<file path="config.mk">
export PLATFORM = sky130hd
export DESIGN_NAME = stack_row_sequencer
export DESIGN_NICKNAME = d
export VERILOG_FILES = /design/src/rtl/stack_row_sequencer.sv
export SDC_FILE = /design/constraint.sdc
export NUM_CORES = 1
export LEC_CHECK = 0
export BUFFER_PORTS_ARGS = -buffer_cell sky130_fd_sc_hd__buf_2
export CAP_MARGIN = 20
export CORE_ASPECT_RATIO = 1.5
export CORE_MARGIN = 2
export CORE_UTILIZATION = 54
export DETAILED_ROUTE_END_ITERATION = 6
export PLACE_DENSITY = 0.78
export SETUP_SLACK_MARGIN = 0.1
export SLEW_MARGIN = 10
export SYNTH_ARGS = -nofsm -noshare
export SYNTH_HDL_FRONTEND = slang
export SYNTH_SLANG_ARGS = --single-unit
</file>
<file path="constraint.sdc">
create_clock -name clk -period 4.4 [get_ports clk]
set_clock_uncertainty 0.05 [all_clocks]
set_input_delay 0.44 -clock clk [delete_from_list [all_inputs] [get_ports clk]]
set_output_delay 0.44 -clock clk [all_outputs]
set_load 0.01 [all_outputs]
</file>
<file path="src/rtl/stack_row_sequencer.sv">
// Stacker game controller: bounces the active row's block, trims it against the row below on a
// stop press, and drives the flattened stack image plus win/lose flags.
module stack_row_sequencer #(
  parameter int ROWS     = 8,
  parameter int WIDTH    = 8,
  parameter int INIT_LEN = 3,
  parameter int BASE_DIV = 12,
  parameter int DIV_STEP = 1,
  parameter int MIN_DIV  = 2
) (
  input  logic                    clk,
  input  logic                    rst,
  input  logic                    startSw,
  input  logic                    stopBtn,
  input  logic                    tickEn,
  output logic [ROWS*WIDTH-1:0]   rowData,
  output logic [$clog2(ROWS)-1:0] activeRow,
  output logic                    gameOver,
  output logic                    gameWon
);
  localparam int LW = $clog2(WIDTH + 1);
  localparam int PW = (WIDTH > 1) ? $clog2(WIDTH) : 1;
  localparam int DW = $clog2(BASE_DIV + 1);
  localparam int AW = $clog2(ROWS);

  localparam logic [2:0] S_IDLE    = 3'd0;
  localparam logic [2:0] S_LOAD    = 3'd1;
  localparam logic [2:0] S_SHIFT   = 3'd2;
  localparam logic [2:0] S_CHECK   = 3'd3;
  localparam logic [2:0] S_ADVANCE = 3'd4;
  localparam logic [2:0] S_LOSE    = 3'd5;
  localparam logic [2:0] S_WIN     = 3'd6;

  logic [2:0]       state;
  logic [WIDTH-1:0] stack [ROWS];
  logic [LW-1:0]    len;
  logic [PW-1:0]    pos;
  logic             dir;
  logic [DW-1:0]    cur_div;
  logic [DW-1:0]    div_cnt;
  logic             stop_prev;

  logic             press;
  logic             live;
  logic [WIDTH-1:0] pattern;
  logic [WIDTH-1:0] below;
  logic [WIDTH-1:0] overlap;
  logic [LW-1:0]    overlap_cnt;
  logic [PW-1:0]    pos_start;
  logic [DW-1:0]    div_next;

  assign press     = stop_prev & ~stopBtn;
  assign live      = (state == S_LOAD) || (state == S_SHIFT) || (state == S_CHECK);
  assign pos_start = PW'(WIDTH - int'(len));
  assign div_next  = (int'(cur_div) >= DIV_STEP + MIN_DIV) ? DW'(int'(cur_div) - DIV_STEP)
                                                           : DW'(MIN_DIV);
  assign below     = (activeRow == '0) ? '1 : stack[activeRow - 1'b1];
  assign overlap   = pattern & below;

  always_comb begin
    pattern = '0;
    for (int i = 0; i < WIDTH; i++)
      pattern[i] = (i >= int'(pos)) && (i < int'(pos) + int'(len));
  end

  always_comb begin
    overlap_cnt = '0;
    for (int i = 0; i < WIDTH; i++)
      overlap_cnt = overlap_cnt + LW'(overlap[i]);
  end

  // Rows below the active one are committed, rows above are blank; the active row is live
  // while the block is still in play and otherwise shows its committed value (0 after a miss).
  always_comb begin
    rowData = '1;
    if (state != S_IDLE) begin
      for (int r = 0; r < ROWS; r++) begin
        if (r < int'(activeRow))
          rowData[r*WIDTH +: WIDTH] = stack[r];
        else if (r == int'(activeRow))
          rowData[r*WIDTH +: WIDTH] = live ? pattern : stack[r];
        else
          rowData[r*WIDTH +: WIDTH] = '0;
      end
    end
  end

  always_ff @(posedge clk) begin
    stop_prev <= rst ? 1'b1 : stopBtn;
    if (rst || !startSw) begin
      state     <= S_IDLE;
      len       <= LW'(INIT_LEN);
      cur_div   <= DW'(BASE_DIV);
      div_cnt   <= '0;
      activeRow <= '0;
      pos       <= '0;
      dir       <= 1'b0;
      gameOver  <= 1'b0;
      gameWon   <= 1'b0;
      for (int r = 0; r < ROWS; r++) stack[r] <= '0;
    end else begin
      case (state)
        S_IDLE: begin
          state     <= S_LOAD;
          activeRow <= '0;
          len       <= LW'(INIT_LEN);
          cur_div   <= DW'(BASE_DIV);
          pos       <= PW'(WIDTH - INIT_LEN);
          dir       <= 1'b0;
          div_cnt   <= '0;
        end
        S_LOAD: begin
          pos     <= pos_start;
          dir     <= 1'b0;
          div_cnt <= '0;
          state   <= S_SHIFT;
        end
        S_SHIFT: begin
          // A press in the same cycle as a move freezes the block where the player saw it.
          if (press) begin
            state <= S_CHECK;
          end else if (tickEn) begin
            if (div_cnt == cur_div - 1'b1) begin
              div_cnt <= '0;
              if (int'(len) == WIDTH) begin
                pos <= '0;
              end else if (!dir) begin
                if (pos == '0) begin
                  dir <= 1'b1;
                  pos <= PW'(1);
                end else begin
                  pos <= pos - 1'b1;
                end
              end else begin
                if (pos == pos_start) begin
                  dir <= 1'b0;
                  pos <= pos - 1'b1;
                end else begin
                  pos <= pos + 1'b1;
                end
              end
            end else begin
              div_cnt <= div_cnt + 1'b1;
            end
          end
        end
        S_CHECK: begin
          if (overlap == '0) begin
            state <= S_LOSE;
          end else begin
            stack[activeRow] <= overlap;
            len              <= overlap_cnt;
            state            <= S_ADVANCE;
          end
        end
        S_ADVANCE: begin
          if (activeRow == AW'(ROWS - 1)) begin
            state   <= S_WIN;
            gameWon <= 1'b1;
          end else begin
            activeRow <= activeRow + 1'b1;
            cur_div   <= div_next;
            pos       <= pos_start;
            dir       <= 1'b0;
            div_cnt   <= '0;
            state     <= S_LOAD;
          end
        end
        // Flag lags LOSE entry by one cycle so both outcomes appear three cycles after the press.
        S_LOSE:  gameOver <= 1'b1;
        S_WIN:   gameWon  <= 1'b1;
        default: state    <= S_IDLE;
      endcase
    end
  end
endmodule

</file>
* After elaboration in Yosys (flattened, before gate mapping)
Memories as Yosys holds them, arrays and structs flattened.
Cells that the tools add are included.
** Storage, ports and cells
- Register bits after elaboration :: 25
- Bits in writable memories :: 64
- Input bits :: 5
- Output and inout bits :: 69
- Word-level logic and storage cells :: 181
- Memories kept :: 1
** Memories
- stack :: words 8, bits a word 8, rd ports 9, clocked after memory_dff 0, write ports 8, RTL line 35 : logic [WIDTH-1:0] stack [ROWS];
** Cells by class
- $add $sub $neg :: 16
- $lt $le $gt $ge :: 23
- Eq/ne operators :: 25
- Multiplexer cells :: 70
- Bitwise logic cells :: 4
- Reduce and logical (&&, ||, !) cells :: 32
** Operators by type and width (count)
- 8-bit two-way mux :: 25
- 4-bit by 32-bit less-than comparator with 1-bit output (first input constant) :: 3
- 3-bit by 32-bit less-than comparator with 1-bit output (first input constant) :: 2
- 64-bit two-way mux :: 1
- 3-bit two-way mux :: 12
- 1-bit by 32-bit less-than comparator with 1-bit output (first input constant) :: 1
- 2-bit by 32-bit less-than comparator with 1-bit output (first input constant) :: 1
- 4-bit two-way mux :: 7
- 3-bit case mux with 6 select lines :: 1
- 1-bit two-way mux :: 17
- 4-bit by 1-bit adder with 4-bit output :: 4
- 4-bit case mux with 2 select lines :: 2
- 2-bit != test (second input constant) :: 7
- 3-bit == test (first input constant) :: 4
- 3-bit == test (second input constant) :: 4
- 3-bit logical NOT :: 4
- 3-bit case mux with 4 select lines :: 1
- 4-bit case mux with 3 select lines :: 1
- 3-bit greater-or-equal comparator (first input constant) :: 3
- 3-bit less-than comparator (first input constant) :: 3
- 8-bit bitwise AND :: 1
- 8-bit logical NOT :: 1
- 2-bit AND reduction :: 4
- 8-bit OR reduction :: 1
- other kinds (38) :: 60

* Logic depth before layout (Yosys ltp)
Gate-level depths: netlist of run 1.
- Depth after elaboration :: 13
- Mapped depth :: 22
- Depth with buffers taken out :: 19

* Worst setup path after synthesis of run 1
Ideal clock, no wire load.
- Path type :: register to register
- From :: reg activeRow[0]
- To :: reg len[2]
- Library setup time :: 0.125 ns
- Arrival :: 4.681 ns
- Required time :: 4.225 ns
- Path slack :: -0.456 ns
- Stages on the path, launching flop included :: 22
- Buffers on the path :: 4
- Period minus slack after synthesis :: 4.856 ns
- Path through :: dfxtp_1 -> buf_6 -> buf_6 -> inv_1 -> ha_1 -> buf_2 -> buf_4 -> mux4_2 -> mux2i_1 -> a22oi_1 -> nand2_1 -> inv_1 -> fa_1 -> inv_1 -> fa_1 -> fa_1 -> inv_1 -> ha_1 -> fa_1 -> xor2_1 -> nand2_1 -> mux2i_1
** On the way
- Longest elaborated chain between the ends :: 13
- Elaborated cells between the ends (all ways) :: 17
- Classes of those cells :: 8 x add/sub; 1 x eq/ne; 3 x mux; 1 x bitwise; 3 x reduce/logical; 1 x memory
** RTL lines
- start: declaration :: RTL line 17 : output logic [$clog2(ROWS)-1:0] activeRow,
- start signal: assignment :: RTL line 161 : activeRow <= activeRow + 1'b1;
- 3-bit by 1-bit subtractor with 3-bit output :: RTL line 57 : assign below = (activeRow == '0) ? '1 : stack[activeRow - 1'b1];
- memory 8 x 8 bit
- 8-bit two-way mux * :: RTL line 57
- 8-bit bitwise AND * :: RTL line 58 : assign overlap = pattern & below;
- via overlap[1] :: RTL line 47 : logic [WIDTH-1:0] overlap;
- 1-bit by 1-bit adder with 2-bit output :: RTL line 69 : overlap_cnt = overlap_cnt + LW'(overlap[i]);
- 2-bit by 1-bit adder with 3-bit output :: RTL line 69
- 3-bit by 1-bit adder with 4-bit output :: RTL line 69
- 4-bit by 1-bit adder with 4-bit output (4 in series) :: RTL line 69
- 4-bit two-way mux :: RTL line 148 : if (overlap == '0) begin
- 4-bit case mux with 2 select lines :: RTL line 102 : case (state)
- end signal: assignment :: RTL line 92 : len <= LW'(INIT_LEN);
- end signal: assignment :: RTL line 106 : len <= LW'(INIT_LEN);
- end signal: assignment :: RTL line 152 : len <= overlap_cnt;
- end: declaration :: RTL line 36 : logic [LW-1:0] len;
Mark *: on every way through the listed nets, which the timed path passes. The rest lies on a longest branch. The select of a mux whose other input is x is not followed.
A chain may end at the register's enable or synchronous reset.

* Final worst setup path of run 1
- From :: reg pos[0]
- To :: reg len[1]
** On the way
- Longest elaborated chain between the ends :: 13
- Elaborated cells between the ends (all ways) :: 36
- Classes of those cells :: 8 x add/sub; 15 x order compare; 1 x eq/ne; 2 x mux; 1 x bitwise; 9 x reduce/logical
** RTL lines
- start: declaration :: RTL line 37 : logic [PW-1:0] pos;
- start signal: assignment :: RTL line 108 : pos <= PW'(WIDTH - INIT_LEN);
- start signal: assignment :: RTL line 113 : pos <= pos_start;
- start signal: assignment :: RTL line 132 : pos <= pos - 1'b1;
- 3-bit by 4-bit adder with 5-bit output :: RTL line 63 : pattern[i] = (i >= int'(pos)) && (i < int'(pos) + int'(len));
- 1-bit by 32-bit less-than comparator with 1-bit output :: RTL line 63
- 1-bit logical AND * :: RTL line 63
- 8-bit bitwise AND * :: RTL line 58
- via overlap[0] :: RTL line 47
- 1-bit by 1-bit adder with 2-bit output :: RTL line 69
- 2-bit by 1-bit adder with 3-bit output :: RTL line 69
- 3-bit by 1-bit adder with 4-bit output :: RTL line 69
- 4-bit by 1-bit adder with 4-bit output (4 in series) :: RTL line 69
- 4-bit two-way mux :: RTL line 148
- 4-bit case mux with 2 select lines :: RTL line 102
Marks and branches as above.

==> impl_metrics.toml, run 1 <==
[cells_and_area]
syn_to_final_growth_pct = 16.1
final_layout_size_suffix_gt1_share_pct = 27.0
post-route-util_pct = 64.8
nets = 752
mostFrequentLayoutCells = "nor2_1, buf_2, edfxtp_1"
diodes = 0
layout_commonest_cell = "nor2_1"

[detailed_routing]
highest-signal-layer = "met4"
wl_met2_um = 9960
wl_met3_um = 1460
dr.pass1.iters = 5
routed_wl_um = 19500
remaining_drc_errors = 0
vias_per_cell = 6.51
drt_iter0_drc = 534
antenna_left = 0
wl_per_cell_um = 22.4
vias = 5655
wl_met1_um = 6750

[sta]
hold_violations = 0
worst_slack_ns = -0.0430
maxSlewHeadroom_pct = 36.7
finalCriticalPeriod_ns = 4.44
timing.final.max_slew_violations = 0
worstMarginPinSlew_ns = 0.942
finalCritPeriodShare_pct = 101
setup_violations = 1
timing.fmax_mhz = 225
rsz0062_at_grt = "true"

[clocking]
hold_buffers = 0
ctsRootBufferMaster = "clkbuf_16"
cts_tree = "done"
insertion_delay_ns = 0.35
cts-buffers-inserted = 9
numClockSinks = 89
path_clk_slew_ns = 0.07
clock_path_buffers = 2
htree_levels = 3

[grt]
grt_pass1_vias = 5613
grt_pass1_wl_um = 30000
grt-ovfl-total = 0
grt_max_degree = 40
track_usage_pct = 31.8
antenna_found_initial = 0

[run_status]
violations = "setup timing"
status = "complete, but fails checks"

[setup_path]
endpoint_kind = "register"
worstPathMaxFanout = 2
reg2reg_depth = 17
slowest_delay_ns = 0.53
crit-reg2reg-launch = "pos[0]"
startpoint = "pos[0]"
start_kind = "register"
slowest_stage = "fa_1"
crit_chain = "ha_4 > fa_2 > nor2_1 > o21ba_4 > or3_4 > o32a_1 > nand3_4 > inv_2 > fa_1 > inv_2 > fa_1 > fa_1 > inv_2 > ha_4 > fa_2 > nor2_1 > mux2i_1"
reg2reg_slack_ns = -0.04
crit_end = "len[1]"
arrival_ns = 4.66
r2r-end = "len[1]"
worstSetupPathType = "reg2reg"
crit_required_ns = 4.62

[pwr]
leakage_nw = 2.84
vdd_drop_max_uv = 243
total_power_mw = 2.21
power_density_mw_per_mm2 = 307

[yosys]
ys_seq_area_share_pct = 39.0
synthArstFlopShare_pct = 0
synth-edff-count = 64
synth_nets = 681
ys.warnings.count = 0
synth.avg_cell_area_um2 = 9.60
syn-instance-count = 646
synth_cell_type_count = 66
ys.flop_type = "edfxtp_1"
synth_seq_cells = 89
syn-cell-area_mm2 = 0.00620

[run]
drv_cap = 0

[hold_path]
min-delay-path-class = "in2reg"

[floorplan]
core_mm2 = 0.0111
die-area_mm2 = 0.0124
die_y_um = 135
start_util_pct = 55.8
pin_count = 74
rows = 47
die-width_um = 91.5

[placement]
hpwl_um = 14300
gp_congestion = 0.991
port_buffers = 73
-- final cells by class --
cell class | count | area [um^2]
clock buffer | 9 | 225
timing repair buffer | 109 | 648
tap | 147 | 184
fill | 889 | 3910
clock inverter | 7 | 62.6
multi-input combinational | 485 | 3560
inverter | 23 | 86.3
sequential | 89 | 2430
-- critical path: cells and delay by family (launching register included) --
family                     cells  cell delay, ns
adders and majority gates      7            2.63
and+or+nand+nor                4            0.57
AOI/OAI and AO/OA              2            0.52
DFF                            1            0.35
muxes                          1            0.13
buffers and inverters          3            0.12
-- logic make-up after synthesis --
kind of cell,Yosys count,synth area share [%]
XOR/XNOR,16,2.48
multiplexers,26,7.44
flip-flops,89,39.0
buffers and inverters,72,5.10
adder cells (fa/ha/maj),30,6.66
AO/OA/AOI/OAI,180,22.4
AND/OR/NAND/NOR,233,16.8
-- worst min path at each step --
stage,to,startpoint,depth (start not counted),slack [ns]
after global routing,stop_prev,stopBtn,2,0.25
after detailed placement,gameWon,gameWon,1,0.41
after CTS,stop_prev,stopBtn,2,0.24
final,stop_prev,stopBtn,2,0.24
after floorplan,len[3],len[3],2,0.44
after global placement,gameOver,gameOver,2,0.40
-- synthesized netlist by cell type, drive strengths merged, types with 3 or more instances --
master | count | area (um^2)
a21oi | 52 | 260
a221o | 40 | 400
a22oi | 7 | 52.6
and2 | 4 | 25.0
and3 | 4 | 25.0
buf | 11 | 85.1
clkbuf | 38 | 145
dfxtp | 25 | 500
edfxtp | 64 | 1920
fa | 5 | 100
ha | 25 | 313
inv | 23 | 86.3
mux2i | 9 | 90.1
mux4 | 16 | 360
nand2 | 69 | 292
nand2b | 5 | 31.3
nand3 | 9 | 55.1
nand4 | 3 | 25.0
nor2 | 113 | 424
nor2b | 5 | 31.3
nor3 | 11 | 66.3
o2111ai | 6 | 158
o211ai | 4 | 48.8
o21a | 4 | 30.0
o21ai | 39 | 199
o21bai | 3 | 30.0
o31ai | 5 | 42.5
or3 | 5 | 31.3
xnor2 | 5 | 43.8
xor2 | 10 | 87.6
-- stage by stage --
| step | hold slack, ns | setup slack (ns) | cells | TNS, ns | area [um^2] |
|---|---|---|---|---|---|
| final | 0.243 | -0.0430 | 869 | -0.0430 | 7200 |
| after CTS | 0.239 | -0.0984 | 868 | -0.178 | 7170 |
| after floorplan | 0.443 | -0.108 | 646 | -0.187 | 6300 |
| after detailed placement | 0.406 | -0.0927 | 849 | -0.187 | 6840 |
| after global routing | 0.248 | -0.219 | 869 | -0.535 | 7200 |
| after global placement | 0.399 | 0.00446 | 849 | 0 | 6840 |
-- repair_timing --
item	4_1_cts	5_1_grt
gates resized for setup	4	9
pin swaps	6	4
buffers inserted	3	1
setup endpoints to repair	3	4
-- report_power, final --
| part | switching (mW) | internal [mW] | total, mW |
|---|---|---|---|
| Sequential | 0.0244 | 0.923 | 0.947 |
| Combinational | 0.320 | 0.196 | 0.516 |
| Clock | 0.352 | 0.393 | 0.745 |
| Total | 0.697 | 1.51 | 2.21 |
-- state kept, by name, summed over array words and instances (netlist names) --
register and count:
activeRow 3, cur_div 4, dir 1, div_cnt 4, gameOver 1, gameWon 1, len 4, pos 3
stack 64, state 3, stop_prev 1
-- routing by layer --
| metal | vias to the layer above | track usage (%) |
|---|---|---|
| met2 | 305 | 54.7 |
| li1 | 2521 | - |
| met5 | - | 0 |
| met3 | 74 | 4.45 |
| met4 | 0 | 21.8 |
| met1 | 2755 | 36.6 |
No activity file was read; power rests on OpenSTA's default activity.
==> run 2: changes to the inputs <==
Settings changed: PLACE_DENSITY 0.78 to 0.89.
==> run 2 against run 1 <==
Effect of this change:
- the flow still finishes with violations (setup timing)
- total power decreased by 2.3%
- combinational power decreased by 4.5%
- final area decreased by 0.96%
- critical path type unchanged
==> impl_metrics.toml, run 2 (synthesized netlist as in run 1, its figures left out) <==
[floorplan]
die-area_mm2 = 0.0124
core_mm2 = 0.0111
pin_count = 74
die-width_um = 91.5
rows = 47
start_util_pct = 55.8
die_y_um = 135

[cells_and_area]
final_layout_size_suffix_gt1_share_pct = 25.6
layout_commonest_cell = "nor2_1"
syn_to_final_growth_pct = 15.0
regMostFlops = "stack"
nets = 748
nFillCells = 886
largest_reg_flops = 64
fin_cells = 865
diodes = 0
mostFrequentLayoutCells = "nor2_1, buf_2, edfxtp_1"

[clocking]
insertion_delay_ns = 0.34
htree_levels = 3
ctsRootBufferMaster = "clkbuf_16"
clock_path_buffers = 2
cts_tree = "done"
path_clk_slew_ns = 0.07
numClockSinks = 89
cts-buffers-inserted = 9

[sta]
timing.fmax_mhz = 220
finalCriticalPeriod_ns = 4.54
setup_violations = 3
worstMarginPinSlew_ns = 0.975
rsz0062_at_grt = "true"
finalCritPeriodShare_pct = 103
hold_violations = 0
fin_hold_ws_ns = 0.241
worst_slack_ns = -0.140
timing.final.max_slew_violations = 0
maxSlewHeadroom_pct = 34.5

[setup_path]
critPathTopFamily = "adder cells"
slowest_stage = "fa_2"
crit_chain = "ha_4 > fa_2 > nor2_1 > o21ba_4 > or3_4 > o32a_1 > nand3_4 > inv_2 > fa_1 > inv_2 > fa_1 > fa_1 > inv_1 > ha_2 > fa_2 > nor2_1 > mux2i_1"
crit_required_ns = 4.61
worstSetupPathType = "reg2reg"
slowest_delay_ns = 0.52
path_buf_inv = 3
cp_common_cell = "fa_1"
startpoint = "pos[0]"
start_kind = "register"
worstPathMaxFanout = 2
crit-reg2reg-launch = "pos[0]"
endpoint_kind = "register"
arrival_ns = 4.75

[run_status]
violations = "setup timing"
status = "complete, but fails checks"

[pwr]
total_power_mw = 2.16
vdd_drop_max_uv = 227
power_density_mw_per_mm2 = 302
leakage_nw = 2.81

[placement]
hpwl_um = 14100
port_buffers = 73
gp_congestion = 1.01
dp.cells = 848

[hold_path]
min_from = "stopBtn"
min-delay-path-class = "in2reg"

[grt]
grt-ovfl-total = 0
grt_pass1_vias = 5436
antenna_found_initial = 0
track_usage_pct = 31.2
grt_pass1_wl_um = 29400
grt_max_degree = 43

[detailed_routing]
routed_wl_um = 19500
wl_per_cell_um = 22.5
dr.pass1.iters = 5
vias_per_cell = 6.60
drt_iter0_drc = 618
remaining_drc_errors = 0
antenna_left = 0
vias = 5711

[run]
drv_cap = 0
-- run 2: per-layer routing --
metal  vias up  track usage, %  part of all wire (%)  routed length (um)
li1       2505               -                     -                   -
met1      2679            35.3                    34                6590
met2       435            55.4                    52               10100
met3        92            4.79                   8.6                1670
met4         0            18.4                   6.0                1180
met5         -               0                     0                   0
-- run 2: stage by stage --
stage	worst slack [ns]	setup TNS [ns]	area, um^2	utilization (%)
4_1_cts	-0.0893	-0.166	7110	64.0
5_1_grt	-0.260	-0.650	7130	64.2
2_1_floorplan	-0.108	-0.187	6300	-
6_report	-0.140	-0.293	7130	64.2
3_5_place_dp	-0.0894	-0.164	6830	61.5
3_3_place_gp	0.0113	0	6830	61.5
-- run 2: path summary, 6_finish.rpt --
path	depth (start not counted)	slack, ns	endpoint
worst max-delay path	17	-0.14	len[1]
worst min-delay path	2	0.24	stop_prev
worst min register to register	1	0.42	gameWon
worst max register to register	17	-0.14	len[1]
-- run 2: report_power, final --
part | switching, mW | internal (mW)
logic | 0.311 | 0.183
registers | 0.0249 | 0.923
clock network | 0.331 | 0.384
-- run 2: what timing repair did --
item,in CTS,in global routing
setup buffers,1,0
cloned,0,0
hold buffers,0,0
pin swaps,0,6
endpoints found under the setup margin,3,3
gates resized for setup,0,6
-- run 2: layout make-up --
| class | count | area [um^2] | area share [%] |
|---|---|---|---|
| repair buffers | 105 | 618 | 8.66 |
| well taps | 147 | 184 | 2.58 |
| clock inverters | 6 | 41.3 | 0.579 |
| multi-input cells | 485 | 3540 | 49.7 |
| inverters | 23 | 86.3 | 1.21 |
| clock buffers | 10 | 229 | 3.21 |
| flip-flops and latches | 89 | 2430 | 34.1 |
